<file path="config.mk">
export PLATFORM = sky130hd
export DESIGN_NAME = cache_fill_fsm
export DESIGN_NICKNAME = d
export VERILOG_FILES = /design/src/rtl/cache_fill_fsm.sv
export SDC_FILE = /design/constraint.sdc
export NUM_CORES = 1
export LEC_CHECK = 0
export CAP_MARGIN = 30
export CORE_MARGIN = 5
export CORE_UTILIZATION = 41
export DETAILED_ROUTE_END_ITERATION = 6
export GPL_TIMING_DRIVEN = 0
export PLACE_DENSITY = 0.77
export SLEW_MARGIN = 20
export SYNTH_ARGS = -nofsm -noshare
export SYNTH_HDL_FRONTEND = slang
export SYNTH_SLANG_ARGS = --single-unit
</file>
<file path="constraint.sdc">
create_clock -name clk -period 1.5 [get_ports clk]
set_input_delay 0.3 -clock clk [delete_from_list [all_inputs] [get_ports clk]]
set_output_delay 0.3 -clock clk [all_outputs]
set_load 0.05 [all_outputs]
</file>
<file path="src/rtl/cache_fill_fsm.sv">
// Cache miss fill controller: issues one word address per cycle for the missing block,
// then steers returning words into the data array and writes the tag with the last word.
module cache_fill_fsm #(
  parameter int ADDR_W          = 16,
  parameter int WORDS_PER_BLOCK = 8
) (
  input  logic              clk,
  input  logic              rst_n,
  input  logic              miss_detected,
  input  logic [ADDR_W-1:0] miss_address,
  input  logic              memory_data_valid,
  output logic              fsm_busy,
  output logic              mem_read,
  output logic [ADDR_W-1:0] memory_address,
  output logic              write_data_array,
  output logic              write_tag_array,
  output logic [2:0]        word_index
);

  localparam int CNT_W = $clog2(WORDS_PER_BLOCK + 1);
  localparam logic [CNT_W-1:0] WORDS_C = CNT_W'(WORDS_PER_BLOCK);
  localparam logic [CNT_W-1:0] LAST_C  = CNT_W'(WORDS_PER_BLOCK - 1);
  localparam logic [ADDR_W-1:0] OFF_MASK = ADDR_W'(2 * WORDS_PER_BLOCK - 1);

  typedef enum logic {IDLE, FILL} state_t;

  state_t            state;
  logic [CNT_W-1:0]  issue_cnt;
  logic [CNT_W-1:0]  recv_cnt;
  logic [ADDR_W-1:0] base;
  logic              issuing;
  logic              word_write;

  always_ff @(posedge clk) begin
    if (!rst_n) begin
      state     <= IDLE;
      issue_cnt <= '0;
      recv_cnt  <= '0;
      base      <= '0;
    end else begin
      case (state)
        IDLE: begin
          if (miss_detected) begin
            base      <= miss_address & ~OFF_MASK;
            issue_cnt <= '0;
            recv_cnt  <= '0;
            state     <= FILL;
          end
        end
        FILL: begin
          // Issue and return sides advance independently; returns may overlap issue.
          if (issue_cnt < WORDS_C)
            issue_cnt <= issue_cnt + 1'b1;
          if (memory_data_valid) begin
            recv_cnt <= recv_cnt + 1'b1;
            if (recv_cnt == LAST_C) begin
              state     <= IDLE;
              issue_cnt <= '0;
              recv_cnt  <= '0;
            end
          end
        end
        default: state <= IDLE;
      endcase
    end
  end

  assign issuing  = (state == FILL) && (issue_cnt < WORDS_C);
  assign fsm_busy = (state == FILL);
  assign mem_read = issuing;

  // base is block-aligned, so the word offset never carries past the block.
  assign memory_address = issuing ? (base | ADDR_W'({issue_cnt, 1'b0})) : '0;

  // Gated by rst_n so a reset edge never coincides with an array or tag write.
  assign word_write       = rst_n && (state == FILL) && memory_data_valid;
  assign write_data_array = word_write;
  assign write_tag_array  = word_write && (recv_cnt == LAST_C);
  assign word_index       = (state == FILL) ? recv_cnt[2:0] : 3'd0;

endmodule

</file>
* Word level (Yosys, flattened, before mapping)
Cells that the tools add are included.
Storage, ports and cells: register bits 21, bits in latches 0, bits in writable memories 0, bits in read-only memories 0, output and inout port bits 23, word-level logic and storage cells 32, memories kept 0
Operators by class: add/sub/neg operators 2, multiply operators 0, divide/modulo/power cells 0, $lt $le $gt $ge 1, eq/ne operators 3, shifts and indexed selects 0, multiplexer cells 14, bitwise operators 2, reduce and logical (&&, ||, !) cells 6
Operator list (number):
- two-way mux 4 bit | 6
- two-way mux 16 bit | 1
- bitwise OR 16 x 5 -> 16 bit | 1
- one-hot mux 4 bit (2 select lines) | 2
- adder 4 x 1 -> 4 bit (second input constant) | 2
- == test 4 x 3 -> 1 bit (second input constant) | 1
- logical AND 1 bit | 4
- less-than comparator 4 bit (second input constant) | 1
- != test 2 bit (second input constant) | 2
- AND reduction 2 bit | 2
- two-way mux 1 bit | 3
- two-way mux 3 bit | 1
- one-hot mux 1 bit (2 select lines) | 1
- NOT 1 bit | 1

* Depth between registers and ports, before layout
depth after elaboration 5, gate-level depth with buffers 5, depth with buffers taken out 4

* Worst setup path after synthesis
Ideal clock, no wire load.
path type reg-to-output, start point register state (netlist: fsm_busy), end point output memory_address[10], data arrival time 2.056 ns, data required time 1.200 ns, setup slack -0.856 ns, cell stages (with the launch flop) 4, path buffers 1, cells stage by stage dfxtp_1 nor2b_1 clkbuf_1 and2_1
On the way: cells in the longest elaborated chain, start to end 2
Ends and longest elaborated chain:
- from (decl) | line 27 | state_t state;
- from (signal assigned) | line 36 | state <= IDLE;
- from (signal assigned) | line 47 | state <= FILL;
- from (signal assigned) | line 57 | state <= IDLE;
- logical AND 1 bit | line 68 | assign issuing = (state == FILL) && (issue_cnt < WORDS_C);
- via mem_read | line 13 | output logic mem_read,
- two-way mux 16 bit | line 73 | assign memory_address = issuing ? (base | ADDR_W'({issue_cnt, 1'b0})) : '0;
- to (decl) | line 14 | output logic [ADDR_W-1:0] memory_address,
The timed path passes the listed nets, and every way through them passes these cells.

* Worst setup path in the final report
start point register state (netlist: fsm_busy), end point output memory_address[5]
On the way: cells in the longest elaborated chain, start to end 2
Ends and longest elaborated chain (line):
- logical AND 1 bit | 68
- two-way mux 16 bit | 73
No other way between the ends.

==> run summary <==
The highest achievable clock rate was 0.6061 GHz. The buffer cell driving the clock tree root was sky130_fd_sc_hd__clkbuf_4. The tools report the total iterations of the first detailed-routing run as 4.

In the layout the commonest cells are 31 x sky130_fd_sc_hd__nand2_1, 16 x sky130_fd_sc_hd__dfxtp_1, 15 x sky130_fd_sc_hd__buf_8, 15 x sky130_fd_sc_hd__and2_4, 15 x sky130_fd_sc_hd__a21oi_1. For this block, the routed nets add up to 2.970 mm of wire. Wire length of the first global-routing pass: 4.747 mm.

Class of the tightest hold or removal check: primary input to flip-flop. The logs give 0.4098 for the fraction of the yosys area taken by sequential cells and 3603 sq um for the die area. The run gives 13 as the largest net degree at the start of global routing. The logs give 1733 sq um for the finished layout cell area and 43 for the number of top-level pins. Setup repair after global routing could not meet its margin everywhere. Buffers inserted during clock tree synthesis total 3. Setup violations remaining at the end of the flow were counted as 21. The worst hold path begins at rst_n.

After synthesis the cells add up to 1026 sq um. The via count of the first global-routing pass is 1,060. The logs give 0.1710 for the global-route total usage across every layer and 1 for the number of levels in the clock H-tree. Power spread over the standard cell area amounts to 695.1 nW/um^2. In the routed layout, each cell is associated on average with a via count of 5.190. For this run, the post-layout net count is 204.

In this run the mean area of a mapped cell was 7.773 sq um. The signed area change from the synthesized netlist to the final layout came out at 68.90%. The global routing stage identified its most utilized layer as met2.

The endpoint class of the critical path is an output port. The maximum clock insertion buffer count came out at 2. The final period utilization came out at 1.100. The synthesized design contains 21 register bits. STA classifies the critical path startpoint as a flip-flop.

The library cell used most frequently in the layout, excluding fill and tap cells, is sky130_fd_sc_hd__nand2_1. For this design, the CTS-stage hold fixing added 0 buffers. The initial core utilization was 0.4218. In this run the standard cell core region covers 2432 sq um. The run gives 0.2021 as the met1 usage.

The count of input and output buffers was 37; the largest vdd supply drop was 0.4513 mV. At the placement stage, the worst setup path has a slack of -0.9826 ns. The number of hold violations in the final report came out at 0. TritonCTS built the clock tree. The run gives 0 as the initial antenna violation count. For the number of DRC markers in iteration 0, the log shows 50. Summing over every cut layer, the via total after detailed routing is 1,095. The net count after synthesis is 154. The fraction of layout cells with a size suffix above 1 came out at 0.3812. In this run the horizontal extent of the chip is 60.03 microns.

The flop-to-flop setup slack is 0.06 ns, and the cell area after placement is 1495 sq um. The logs give 0 for the synthesis warning total and 0 for the number of slew-limit violations in the final report. The tools report the static leakage as 0.7146 nW. On the final layout, the worst clock skew is 0.01582 ns. The sink count of the clock tree was 21.

Cell depth of the worst flop-to-flop path: 5. On the final layout, the worst hold slack is 0.4266 ns. The overall overflow remaining after global route was 0; the worst stage delay on the critical path was 0.38 ns. The run finished, with violations left.

Met2 usage in global routing: 0.3071. The die is 60.03 microns tall. The worst hold path depth works out to 3. The floorplan has 18 rows.

The sum of negative setup slack is -2.444 ns, and the final critical delay including setup and external delays is 1.650 ns. At the end of routability-driven placement, the weighted congestion stood at 0.7803. The checks that failed: negative setup slack.

After legalization and detailed placement, the total HPWL measured 1.924 mm. The worst register-to-register path begins at recv_cnt[1]$_SDFFE_PN0P_. Data on the critical path arrives at its endpoint at 1.35 ns. The final cell utilization of the core is 0.7124, and the critical-path maximum fanout is 5. The worst hold path terminates at issue_cnt[0]$_SDFFE_PN0P_. For this design, the slowest cell found on the critical path is sky130_fd_sc_hd__dfxtp_4. Tracing the worst setup path back leads to its startpoint at fsm_busy$_SDFF_PN0_. The setup slack after layout came out at -0.1500 ns. Data on the critical path is required at its endpoint by 1.20 ns.

After technology mapping, the gate count stands at 132. The logs give 0 for the count of antenna-violating nets left after detailed routing and 29 for the distinct cell type count of the synthesized netlist. Walking the worst path, the cells encountered are nor2b_4 > buf_4 > and2_1 > buf_6. The number of antenna diodes in the final layout is 0.

The later pin in the worst-skew pair is clocked with a latency of 0.31 ns. The met3 track demand over resource in global routing was 0.03240; the DRC violations left was 0. After clock tree synthesis, the clock-pin slew on the worst setup and hold paths is 0.14 ns. The type of the worst setup path is flip-flop to output port. The critical register-to-register path endpoint is recv_cnt[0]$_SDFFE_PN0P_. After detailed routing, the average wire length per cell comes to 14.08 microns. The tools report the number of max-capacitance violations reported as 0.
synthesized netlist by cell type:
cell type	n	area, sq um
sky130_fd_sc_hd__conb_1	1	3.750
sky130_fd_sc_hd__nand2_1	31	116.4
sky130_fd_sc_hd__a31oi_1	3	18.77
sky130_fd_sc_hd__dfxtp_1	21	420.4
sky130_fd_sc_hd__nor3_1	1	5.000
sky130_fd_sc_hd__nand4_1	2	12.51
sky130_fd_sc_hd__or4b_1	1	10.01
sky130_fd_sc_hd__mux2i_1	1	10.01
sky130_fd_sc_hd__nor3b_1	1	7.510
sky130_fd_sc_hd__and2_1	19	118.9
sky130_fd_sc_hd__or3b_2	1	8.760
sky130_fd_sc_hd__o21ai_0	1	5.000
sky130_fd_sc_hd__a21boi_0	1	7.510
sky130_fd_sc_hd__buf_2	2	10.01
sky130_fd_sc_hd__a21oi_1	16	80.08
sky130_fd_sc_hd__nor2b_1	2	12.51
sky130_fd_sc_hd__nand3_1	4	20.02
sky130_fd_sc_hd__buf_4	2	15.01
sky130_fd_sc_hd__nand3b_1	1	7.510
sky130_fd_sc_hd__nor2_1	4	15.01
sky130_fd_sc_hd__clkbuf_1	4	15.01
sky130_fd_sc_hd__o32ai_1	1	8.760
sky130_fd_sc_hd__nand2_2	1	6.260
sky130_fd_sc_hd__o2111ai_1	2	17.52
sky130_fd_sc_hd__nand2b_1	1	6.260
sky130_fd_sc_hd__nand4b_1	3	26.28
sky130_fd_sc_hd__a32oi_1	1	8.760
sky130_fd_sc_hd__ha_1	2	25.02
sky130_fd_sc_hd__inv_1	2	7.510
what timing repair did:
action	CTS	global route
setup buffers	6	2
resized for setup	176	11
endpoints found under the setup margin	22	23
pin swaps	0	2
registers in the layout (all words and copies together) (netlist names):
register	flops
recv_cnt	4
issue_cnt	4
base	12
fsm_busy	1
worst max-delay path by stage:
| stage | cells past startpoint | slack (ns) | to |
|---|---|---|---|
| floorplan | 3 | 0.04 | write_tag_array |
| global placement | 5 | -0.97 | write_data_array |
| detailed placement | 5 | -0.98 | write_data_array |
| CTS | 4 | -0.15 | memory_address[10] |
| global route | 4 | -0.21 | memory_address[13] |
| finish | 4 | -0.15 | memory_address[5] |
area by class of cell:
cell class / count / area (sq um)
fillers: 193 / 699.4
multi-input cells: 101 / 650.6
plain buffers: 8 / 76.32
inverters: 2 / 7.507
well taps: 30 / 37.54
flip-flops and latches: 21 / 431.7
clock inverters: 1 / 5.005
repair buffers: 45 / 501.7
clock buffers: 3 / 22.52
worst max-delay path, delay by kind of cell (launching register included):
family / cells / cell delay [ns]
DFF: 1 / 0.38
buffers and inverters: 2 / 0.31
and+or+nand+nor: 2 / 0.35
power by group:
part           switching (mW)  internal, mW
logic                   0.174         0.147
registers              0.0165         0.582
clock network           0.186        0.0996
through the flow:
step / power [mW] / cells
2_1_floorplan: 0.7801 / 132
3_3_place_gp: 0.8752 / 199
3_5_place_dp: 0.8803 / 199
4_1_cts: 1.192 / 209
5_1_grt: 1.271 / 211
6_report: 1.204 / 211
cell families after synthesis:
family	synth area share
adders and majority gates	0.02439
buffers and inverters	0.04634
other	0.003655
and+or+nand+nor	0.3634
muxes	0.009756
DFF	0.4098
AOI/OAI and AO/OA	0.1427
layer usage:
| metal | vias to the layer above | wire length, microns | share of wire |
|---|---|---|---|
| li1 | 546 | - | - |
| met1 | 498 | 1209 | 0.41 |
| met2 | 45 | 1526 | 0.51 |
| met3 | 6 | 209 | 0.070 |
| met4 | 0 | 24 | 0.0081 |
| met5 | - | 0 | 0 |
No activity file was read; power rests on OpenSTA's default activity.
